**config.mk**
```make
export PLATFORM = sky130hd
export DESIGN_NAME = spi_peripheral_flat
export DESIGN_NICKNAME = d
export VERILOG_FILES = /design/src/rtl/spi_peripheral_if.sv /design/src/rtl/spi_peripheral.sv /design/src/flat_wrapper.sv
export SDC_FILE = /design/constraint.sdc
export NUM_CORES = 1
export LEC_CHECK = 0
export ABC_CLOCK_PERIOD_IN_PS = 3330
export CAP_MARGIN = 20
export CELL_PAD_IN_SITES_DETAIL_PLACEMENT = 0
export CELL_PAD_IN_SITES_GLOBAL_PLACEMENT = 2
export CORE_MARGIN = 5
export CORE_UTILIZATION = 41
export DETAILED_ROUTE_END_ITERATION = 16
export PLACE_DENSITY_LB_ADDON = 0.05
export SLEW_MARGIN = 20
export SYNTH_ARGS = -nofsm -noshare
export SYNTH_HDL_FRONTEND = slang
export SYNTH_SLANG_ARGS = --single-unit
```
**constraint.sdc**
```tcl
create_clock -name clk -period 3.33 [get_ports clk]
set_clock_uncertainty 0.05 [all_clocks]
set_input_delay 0.666 -clock clk [delete_from_list [all_inputs] [get_ports clk]]
set_output_delay 0.666 -clock clk [all_outputs]
set_load 0.005 [all_outputs]
```
**src/rtl/spi_peripheral_if.sv**
```systemverilog
// SPI pin bundle between an external controller and the register target.
// Write-only link: there is no CIPO line.
interface spi_peripheral_if;
    logic sclk;
    logic copi;
    logic ncs;

    modport master (output sclk, output copi, output ncs);
    modport slave  (input  sclk, input  copi, input  ncs);
endinterface

```
**src/rtl/spi_peripheral.sv**
```systemverilog
// Mode-0 SPI write target holding the five 8-bit PWM control registers.
// The SPI pins are oversampled by clk. Each 16-bit frame is {rw, addr[6:0], data[7:0]}, sent MSB first.
//
// state     | meaning
// ----------+-----------------------------------------------------------
// ST_IDLE   | ncs high, bit counter held at 0
// ST_SHIFT  | ncs low, sclk rising edges shift copi in and are counted
// ST_COMMIT | single cycle after the ncs rise; the frame has been judged
module spi_peripheral #(
    parameter int         SYNC_STAGES = 2,
    parameter logic [6:0] MAX_ADDR    = 7'h04
) (
    input  logic                   clk,
    input  logic                   rst_n,
    spi_peripheral_if.slave        spi,
    output logic [7:0]             en_reg_out_7_0,
    output logic [7:0]             en_reg_out_15_8,
    output logic [7:0]             en_reg_pwm_7_0,
    output logic [7:0]             en_reg_pwm_15_8,
    output logic [7:0]             pwm_duty_cycle
);

    typedef enum logic [1:0] {
        ST_IDLE   = 2'd0,
        ST_SHIFT  = 2'd1,
        ST_COMMIT = 2'd2
    } state_t;

    state_t state_q, state_d;

    logic [SYNC_STAGES-1:0] sclk_sync, copi_sync, ncs_sync;
    logic                   sclk_d, copi_d, ncs_d;
    logic                   sclk_s, copi_s, ncs_s;
    logic                   sclk_rise, ncs_rise;

    logic [15:0] shift_q;
    logic [4:0]  bit_cnt_q;
    logic        frame_ok;
    logic        wr_en;

    logic [7:0] out_lo_q, out_hi_q, pwm_lo_q, pwm_hi_q, duty_q;

    assign sclk_s = sclk_sync[SYNC_STAGES-1];
    assign copi_s = copi_sync[SYNC_STAGES-1];
    assign ncs_s  = ncs_sync[SYNC_STAGES-1];

    // Sclk edges inside the ncs-rise cycle are ignored because ncs_s is already high.
    assign sclk_rise = sclk_s & ~sclk_d & ~ncs_s;
    assign ncs_rise  = ncs_s & ~ncs_d;

    // Synchronize the SPI pins, then add one delay flop per pin for edge detection and alignment.
    // ncs resets high so that an idle bus does not look like an open frame.
    always_ff @(posedge clk or negedge rst_n) begin
        if (!rst_n) begin
            sclk_sync <= '0;
            copi_sync <= '0;
            ncs_sync  <= '1;
            sclk_d    <= 1'b0;
            copi_d    <= 1'b0;
            ncs_d     <= 1'b1;
        end else begin
            sclk_sync <= {sclk_sync[SYNC_STAGES-2:0], spi.sclk};
            copi_sync <= {copi_sync[SYNC_STAGES-2:0], spi.copi};
            ncs_sync  <= {ncs_sync[SYNC_STAGES-2:0], spi.ncs};
            sclk_d    <= sclk_s;
            copi_d    <= copi_s;
            ncs_d     <= ncs_s;
        end
    end

    // Shift copi in MSB first, and count bits with saturation so that long frames never wrap back to 16.
    always_ff @(posedge clk or negedge rst_n) begin
        if (!rst_n) begin
            shift_q   <= '0;
            bit_cnt_q <= '0;
        end else begin
            if (sclk_rise) begin
                shift_q <= {shift_q[14:0], copi_d};
            end
            if (ncs_s) begin
                bit_cnt_q <= '0;
            end else if (sclk_rise && (bit_cnt_q != 5'd31)) begin
                bit_cnt_q <= bit_cnt_q + 5'd1;
            end
        end
    end

    // State register.
    always_ff @(posedge clk or negedge rst_n) begin
        if (!rst_n) begin
            state_q <= ST_IDLE;
        end else begin
            state_q <= state_d;
        end
    end

    // Next-state logic.
    always_comb begin
        state_d = state_q;
        case (state_q)
            ST_IDLE:   if (!ncs_s)   state_d = ST_SHIFT;
            ST_SHIFT:  if (ncs_rise) state_d = ST_COMMIT;
            ST_COMMIT: state_d = ST_IDLE;
            default:   state_d = ST_IDLE;
        endcase
    end

    // Judge the frame on the ncs rise. The bit count is still valid in this cycle.
    assign frame_ok = (bit_cnt_q == 5'd16) && shift_q[15] && (shift_q[14:8] <= MAX_ADDR);

    // Output logic: raise the write strobe on the edge that enters ST_COMMIT, keeping latency at SYNC_STAGES+1 edges.
    always_comb begin
        wr_en = 1'b0;
        if ((state_q == ST_SHIFT) && ncs_rise && frame_ok) begin
            wr_en = 1'b1;
        end
    end

    // Register file: only the addressed register updates.
    always_ff @(posedge clk or negedge rst_n) begin
        if (!rst_n) begin
            out_lo_q <= '0;
            out_hi_q <= '0;
            pwm_lo_q <= '0;
            pwm_hi_q <= '0;
            duty_q   <= '0;
        end else if (wr_en) begin
            case (shift_q[14:8])
                7'h00:   out_lo_q <= shift_q[7:0];
                7'h01:   out_hi_q <= shift_q[7:0];
                7'h02:   pwm_lo_q <= shift_q[7:0];
                7'h03:   pwm_hi_q <= shift_q[7:0];
                7'h04:   duty_q   <= shift_q[7:0];
                default: ;
            endcase
        end
    end

    assign en_reg_out_7_0  = out_lo_q;
    assign en_reg_out_15_8 = out_hi_q;
    assign en_reg_pwm_7_0  = pwm_lo_q;
    assign en_reg_pwm_15_8 = pwm_hi_q;
    assign pwm_duty_cycle  = duty_q;

endmodule

```
**src/flat_wrapper.sv**
```systemverilog
// flat-port wrapper written by rule: the top's interface ports become plain ports
module spi_peripheral_flat 
#(
    parameter int         SYNC_STAGES = 2,
    parameter logic [6:0] MAX_ADDR    = 7'h04
)
  (clk, rst_n, en_reg_out_7_0, en_reg_out_15_8, en_reg_pwm_7_0, en_reg_pwm_15_8, pwm_duty_cycle, spi_sclk, spi_copi, spi_ncs);
  spi_peripheral_if spi_i ();
  input  logic clk;
  input  logic rst_n;
  output logic [7:0] en_reg_out_7_0;
  output logic [7:0] en_reg_out_15_8;
  output logic [7:0] en_reg_pwm_7_0;
  output logic [7:0] en_reg_pwm_15_8;
  output logic [7:0] pwm_duty_cycle;
  input wire logic [$bits(spi_i.sclk)-1:0] spi_sclk;
  input wire logic [$bits(spi_i.copi)-1:0] spi_copi;
  input wire logic [$bits(spi_i.ncs)-1:0] spi_ncs;
  assign spi_i.sclk = spi_sclk;
  assign spi_i.copi = spi_copi;
  assign spi_i.ncs = spi_ncs;
  spi_peripheral #(.SYNC_STAGES(SYNC_STAGES), .MAX_ADDR(MAX_ADDR)) u_core (.clk(clk), .rst_n(rst_n), .spi(spi_i), .en_reg_out_7_0(en_reg_out_7_0), .en_reg_out_15_8(en_reg_out_15_8), .en_reg_pwm_7_0(en_reg_pwm_7_0), .en_reg_pwm_15_8(en_reg_pwm_15_8), .pwm_duty_cycle(pwm_duty_cycle));
endmodule
```
==> parameters.txt <==
Parameter                              Value

Detailed routing
  Post-detailed-route via-to-cell ratio ... 5.19
  TritonRoute pass-1 iters ... 4
  Count of vias placed by the detailed router ... ~1600
  DRT antenna net count ... 0
  Number of DRC markers after the initial detailed-route iteration ... 36
  Total wire length after detailed routing ... between 5000 and 6000 microns
  Wire length per cell after detailed routing ... 18.1 microns
  Final routed DRC violation total ... 0

Finish
  Fraction of final layout cells sized beyond drive strength 1 ... 38.2%
  Util after Layout ... 53.1%
  Final instance count without filler cells ... 308
  Filler cells ... 571
  Highest-count cells in the layout ignoring fill and taps ... sky130_fd_sc_hd__dfrtp_1 (69), sky130_fd_sc_hd__mux2_2 (58), sky130_fd_sc_hd__clkdlybuf4s50_1 (43)
  Area Growth Syn to Fin ... 27.6%
  Total Nets Final ... 232
  Commonest non-fill, non-tap cell in the layout ... sky130_fd_sc_hd__dfrtp_1
  Number of antenna cells inserted ... 0

Power
  Overall power of the completed layout ... 1880 uW
  Total leakage power ... about 0.0017 uW
  Maximum resistive drop on vdd ... around 0.23 mV
  Pwr per Cell Area ... approximately 530 mW/mm^2

Setup path
  Count of buffer and inverter cells on the critical path ... 1
  Type of the worst setup path ... flop to flop
  Critical path launch point type ... flop
  Highest net fanout along the worst path ... 11
  Data required time at the worst endpoint ... 3.51 ns
  Worst stage delay on the critical path ... 0.63 ns
  Data arrival time of the critical path ... 2.34 ns
  Worst path cell trace ... nor3b_2, buf_4, nor3b_1, mux2_2
  Critical Path End Type ... flop
  Master of the slowest instance on the critical path ... sky130_fd_sc_hd__nor3b_2
  CP delay by family, top ... simple AND/OR/NAND/NOR gates

Clock network
  Hold_buf cts ... 0
  CTS tree ... done
  TritonCTS Buffers ... 9
  CTS Root Cell ... sky130_fd_sc_hd__clkbuf_8
  H-Tree Depth ... 3
  Total of cells resized after clock tree synthesis ... 0
  Post-CTS setup repair buffer count ... 0
  Clk pin slew, worst setup/hold paths ... 0.07 ns
  Clk buf depth ... 2
  Worst-Skew Late Latency ... between 0.3 and 0.4 ns
  Sink Count ... 72

Placement
  Detailed placement HPWL ... about 3700 microns
  Count of buffers inserted at the top-level ports ... 44
  Placed Cells incl. Taps ... 293
  Final estimated routing congestion in global placement ... 0.719

Synth
  Ys Warns ... 0
  Post-synthesis instance area ... 0.00279 sq mm
  #FFs+latches synth ... 72
  Average instance area after synthesis ... between 15 and 20 sq um
  Post-Syn Nets ... 179
  Mapped Cells ... 171
  Number of distinct library cells after synthesis ... 23
  Sequential share of the synthesized area ... 64.6%

Die
  Number of top-level pins ... between 40 and 50
  Overall die width ... 92.6 microns
  Number of placement rows ... 30
  Core region area ... 0.00672 sq mm
  Area enclosed by the die boundary ... 0.00857 sq mm
  Starting Density ... 41.6%
  Die Y ... 92.6 microns

Global routing
  Global Route Usage Sum ... 14.4%
  Antenna violations before repair ... 0
  Maximum number of pins on one net before global-route repair ... 42
  GRT Residual Overflow ... 0
  Global-route wire length before repair ... 9210 microns
  Vias in the first global route ... 1736

STA
  Actual transition at the worst max-transition pin ... 0.746 ns
  Clock period minus worst slack ... between 2 and 2.5 ns
  Setup repair after global routing missed its margin ... no
  Final setup viols ... 0
  Summed negative setup slack over all endpoints ... 0 ns
  Total count of hold-check failures in the final report ... 0
  Fraction of the cycle the final worst path needs ... between 60 and 70%
  Max-slew violation total from the final report ... 0
  Highest achievable clock rate ... 462 MHz
  Slew margin rel. ... 50.2%

Min path
  Worst hold-check path type ... flop to flop

Job
  Max-cap violation count ... 0

Status
  Run status ... finished clean
==> state kept, by name, summed over array words and instances (netlist names), 2 cells and up <==
register and flops:
u_core.bit_cnt_q 5, u_core.copi_sync 2, u_core.en_reg_out_15_8 8, u_core.en_reg_out_7_0 8
u_core.en_reg_pwm_15_8 8, u_core.en_reg_pwm_7_0 8, u_core.ncs_sync 2, u_core.pwm_duty_cycle 8
u_core.sclk_sync 2, u_core.shift_q 16, u_core.state_q 2
==> stage by stage <==
stage	setup slack, ns	area (sq um)	hold WS, ns
6_report	1.17	3570	0.303
5_1_grt	1.07	3570	0.318
4_1_cts	1.14	3570	0.307
3_5_place_dp	1.17	3350	0.287
3_3_place_gp	1.16	3350	0.289
2_1_floorplan	1.57	2790	0.281
==> per-layer routing <==
layer	GRT usage (%)	part of all wire (%)	vias to the layer above
met2	22.6	48	34
met1	18.5	46	833
met5	0	0	-
met4	4.83	1.2	0
li1	-	-	724
met3	5.28	4.7	7
==> power by group <==
part           internal (uW)  total, uW  leakage (uW)  switching (uW)
Sequential               928       1010      0.000966            85.4
Combinational           58.8        103      0.000632            44.6
Clock                    458        764      0.000112             306
==> final timing paths <==
check                                      end  cells past startpoint  slack (ns)                 from
setup / recovery           u_core.bit_cnt_q[3]                      4        1.17   u_core.ncs_sync[1]
hold / removal             u_core.sclk_sync[1]                      0        0.30  u_core.sclk_sync[0]
setup reg to reg           u_core.bit_cnt_q[3]                      4        1.17   u_core.ncs_sync[1]
hold reg to reg            u_core.sclk_sync[1]                      0        0.30  u_core.sclk_sync[0]
max in group asynchronous   u_core.ncs_sync[0]                      2        2.17                rst_n
min in group asynchronous  u_core.copi_sync[0]                      1        0.34                rst_n
==> synthesized netlist by cell type (all sizes together) <==
library cell / count / area [sq um]
nor4b: 4 / 50.1
and3: 1 / 6.26
nor2b: 3 / 18.8
and4bb: 1 / 12.5
nor2: 3 / 11.3
o31ai: 1 / 7.51
buf: 5 / 23.8
nor4bb: 3 / 30.0
ha: 3 / 37.5
dfrtp: 69 / 1730
nand2: 1 / 3.75
nand4: 5 / 62.6
dfstp: 3 / 78.8
xnor2: 2 / 17.5
inv: 2 / 7.51
nor3b: 3 / 22.5
mux2: 58 / 653
nor4: 1 / 6.26
a21oi: 1 / 5.00
nand3: 1 / 5.00
nand3b: 1 / 7.51
==> area by class of cell <==
type	instances	area [sq um]	area share [%]
Clock buffer	12	155	4.35
Clock inverter	3	65.1	1.82
Inverter	2	7.51	0.211
Multi-Input combinational cell	92	962	27.0
Sequential cell	72	1810	50.6
Tap cell	80	100	2.81
Timing Repair Buffer	47	470	13.2
==> logic make-up (layout without fill, tap and decap cells) <==
logic type,Yosys count,in the layout,share of synthesized area (%)
xor gates and xnor gates,2,2,0.627
muxes,58,58,23.4
adders and majority gates,3,3,1.34
DFF,72,72,64.6
AOI/OAI and AO/OA,2,2,0.448
and+or+nand+nor,27,27,8.46
buffers and inverters,7,64,1.12
Note: power is estimated with default switching activity, not from simulation.
==> patch, RTL diff (config.mk and constraints unchanged) <==
Reset style: synchronous (`rst_n`), changed in 4 clocked blocks.
--- a/src/rtl/spi_peripheral.sv
+++ b/src/rtl/spi_peripheral.sv
@@ -52,3 +52,3 @@
     // ncs resets high so that an idle bus does not look like an open frame.
-    always_ff @(posedge clk or negedge rst_n) begin
+    always_ff @(posedge clk) begin
         if (!rst_n) begin
@@ -71,3 +71,3 @@
     // Shift copi in MSB first, and count bits with saturation so that long frames never wrap back to 16.
-    always_ff @(posedge clk or negedge rst_n) begin
+    always_ff @(posedge clk) begin
         if (!rst_n) begin
@@ -88,3 +88,3 @@
     // State register.
-    always_ff @(posedge clk or negedge rst_n) begin
+    always_ff @(posedge clk) begin
         if (!rst_n) begin
@@ -119,3 +119,3 @@
     // Register file: only the addressed register updates.
-    always_ff @(posedge clk or negedge rst_n) begin
+    always_ff @(posedge clk) begin
         if (!rst_n) begin
Formal check against the unedited RTL: no difference found for any inputs over 10 cycles, from zero or initial values and one cycle with rst_n low; that may be too few to reach the edited logic, so the function may still have changed.
==> patch against the original RTL <==
  * Area after synthesis down 2.6%
  * Worst setup slack better by 0.17 ns
  * Critical path type unchanged
  * Via count rose by 23%
  * Sequential cell count unchanged
  * Largest cell class unchanged
  * First-iteration DRC count is 110% higher
  * Design area fell by 4.4%
  * Critical path depth up 2
  * Utilization up 0.34 points
  * Routed wire length grew 6.1%
Power is not compared: it rests on default switching activity, and its combinational part moved more than twofold at a synthesized area within 25%.
==> patch: results <==
{
  "status": "finished clean",
  "async_reset_ff_share_pct": 0,
  "met2_usage_pct": 23.15,
  "layout.nets": 324,
  "start_util_pct": 42.59,
  "worstRegToRegCells": 6,
  "final_cells": 398,
  "min_to": "u_core.ncs_sync[1]$_SDFF_PN1_",
  "fillCellCount": 594,
  "cp_max_fo": 5,
  "synth_fa_ha_area_share_pct": 1.380,
  "nMultiInputCombCells": 184,
  "cp_slowest_cell": "nor4b_2",
  "ys_top_cells_by_area": "dfxtp_1, mux2i_1, nand2_1",
  "drt-initial-drc-count": 75,
  "syn_inst": 273,
  "non_clock_buffer_area_share_pct": 13.21,
  "place_hpwl_um": 3923,
  "worstSetupStartpoint": "u_core.bit_cnt_q[0]$_SDFFE_PP0P_",
  "grt_pass1_vias": 1938,
  "grt_use_met3_pct": 3.636,
  "reg2reg_to": "u_core.bit_cnt_q[2]$_SDFFE_PP0P_",
  "final-clk-cell-share_pct": 5.833,
  "synth.distinct_cells": 31,
  "dpl.cell_count": 382,
  "reg2reg_slack_ns": 1.33
}
-- patch: cell count changes after synthesis, moves of 4 or more --
cell and change:
and2_1 +7, nand2_1 +82, dfxtp_1 +72, mux2i_1 +40, clkbuf_1 +10, a21boi_0 +16, mux2_2 -58, nand2b_1 +4
dfrtp_1 -69
-- patch: metrics by stage --
stage	hold slack, ns	total power (W)	cell area, sq um	worst slack, ns	utilization (%)
2_1_floorplan	0.3363	0.0009060	2720	1.501	-
3_3_place_gp	0.3493	0.0009158	3212	1.281	50.29
3_5_place_dp	0.3522	0.0009156	3212	1.271	50.29
4_1_cts	0.3746	0.001605	3411	1.337	53.41
5_1_grt	0.3984	0.001644	3411	1.245	53.41
6_report	0.3687	0.001587	3411	1.334	53.41
-- patch: worst max-delay path: cells and delay by family, from the launching register on --
family / cells / cell delay (ns)
AO/OA/AOI/OAI: 2 / 0.38
flip-flops: 1 / 0.35
AND/OR/NAND/NOR: 2 / 0.65
adder cells (fa/ha/maj): 2 / 0.47
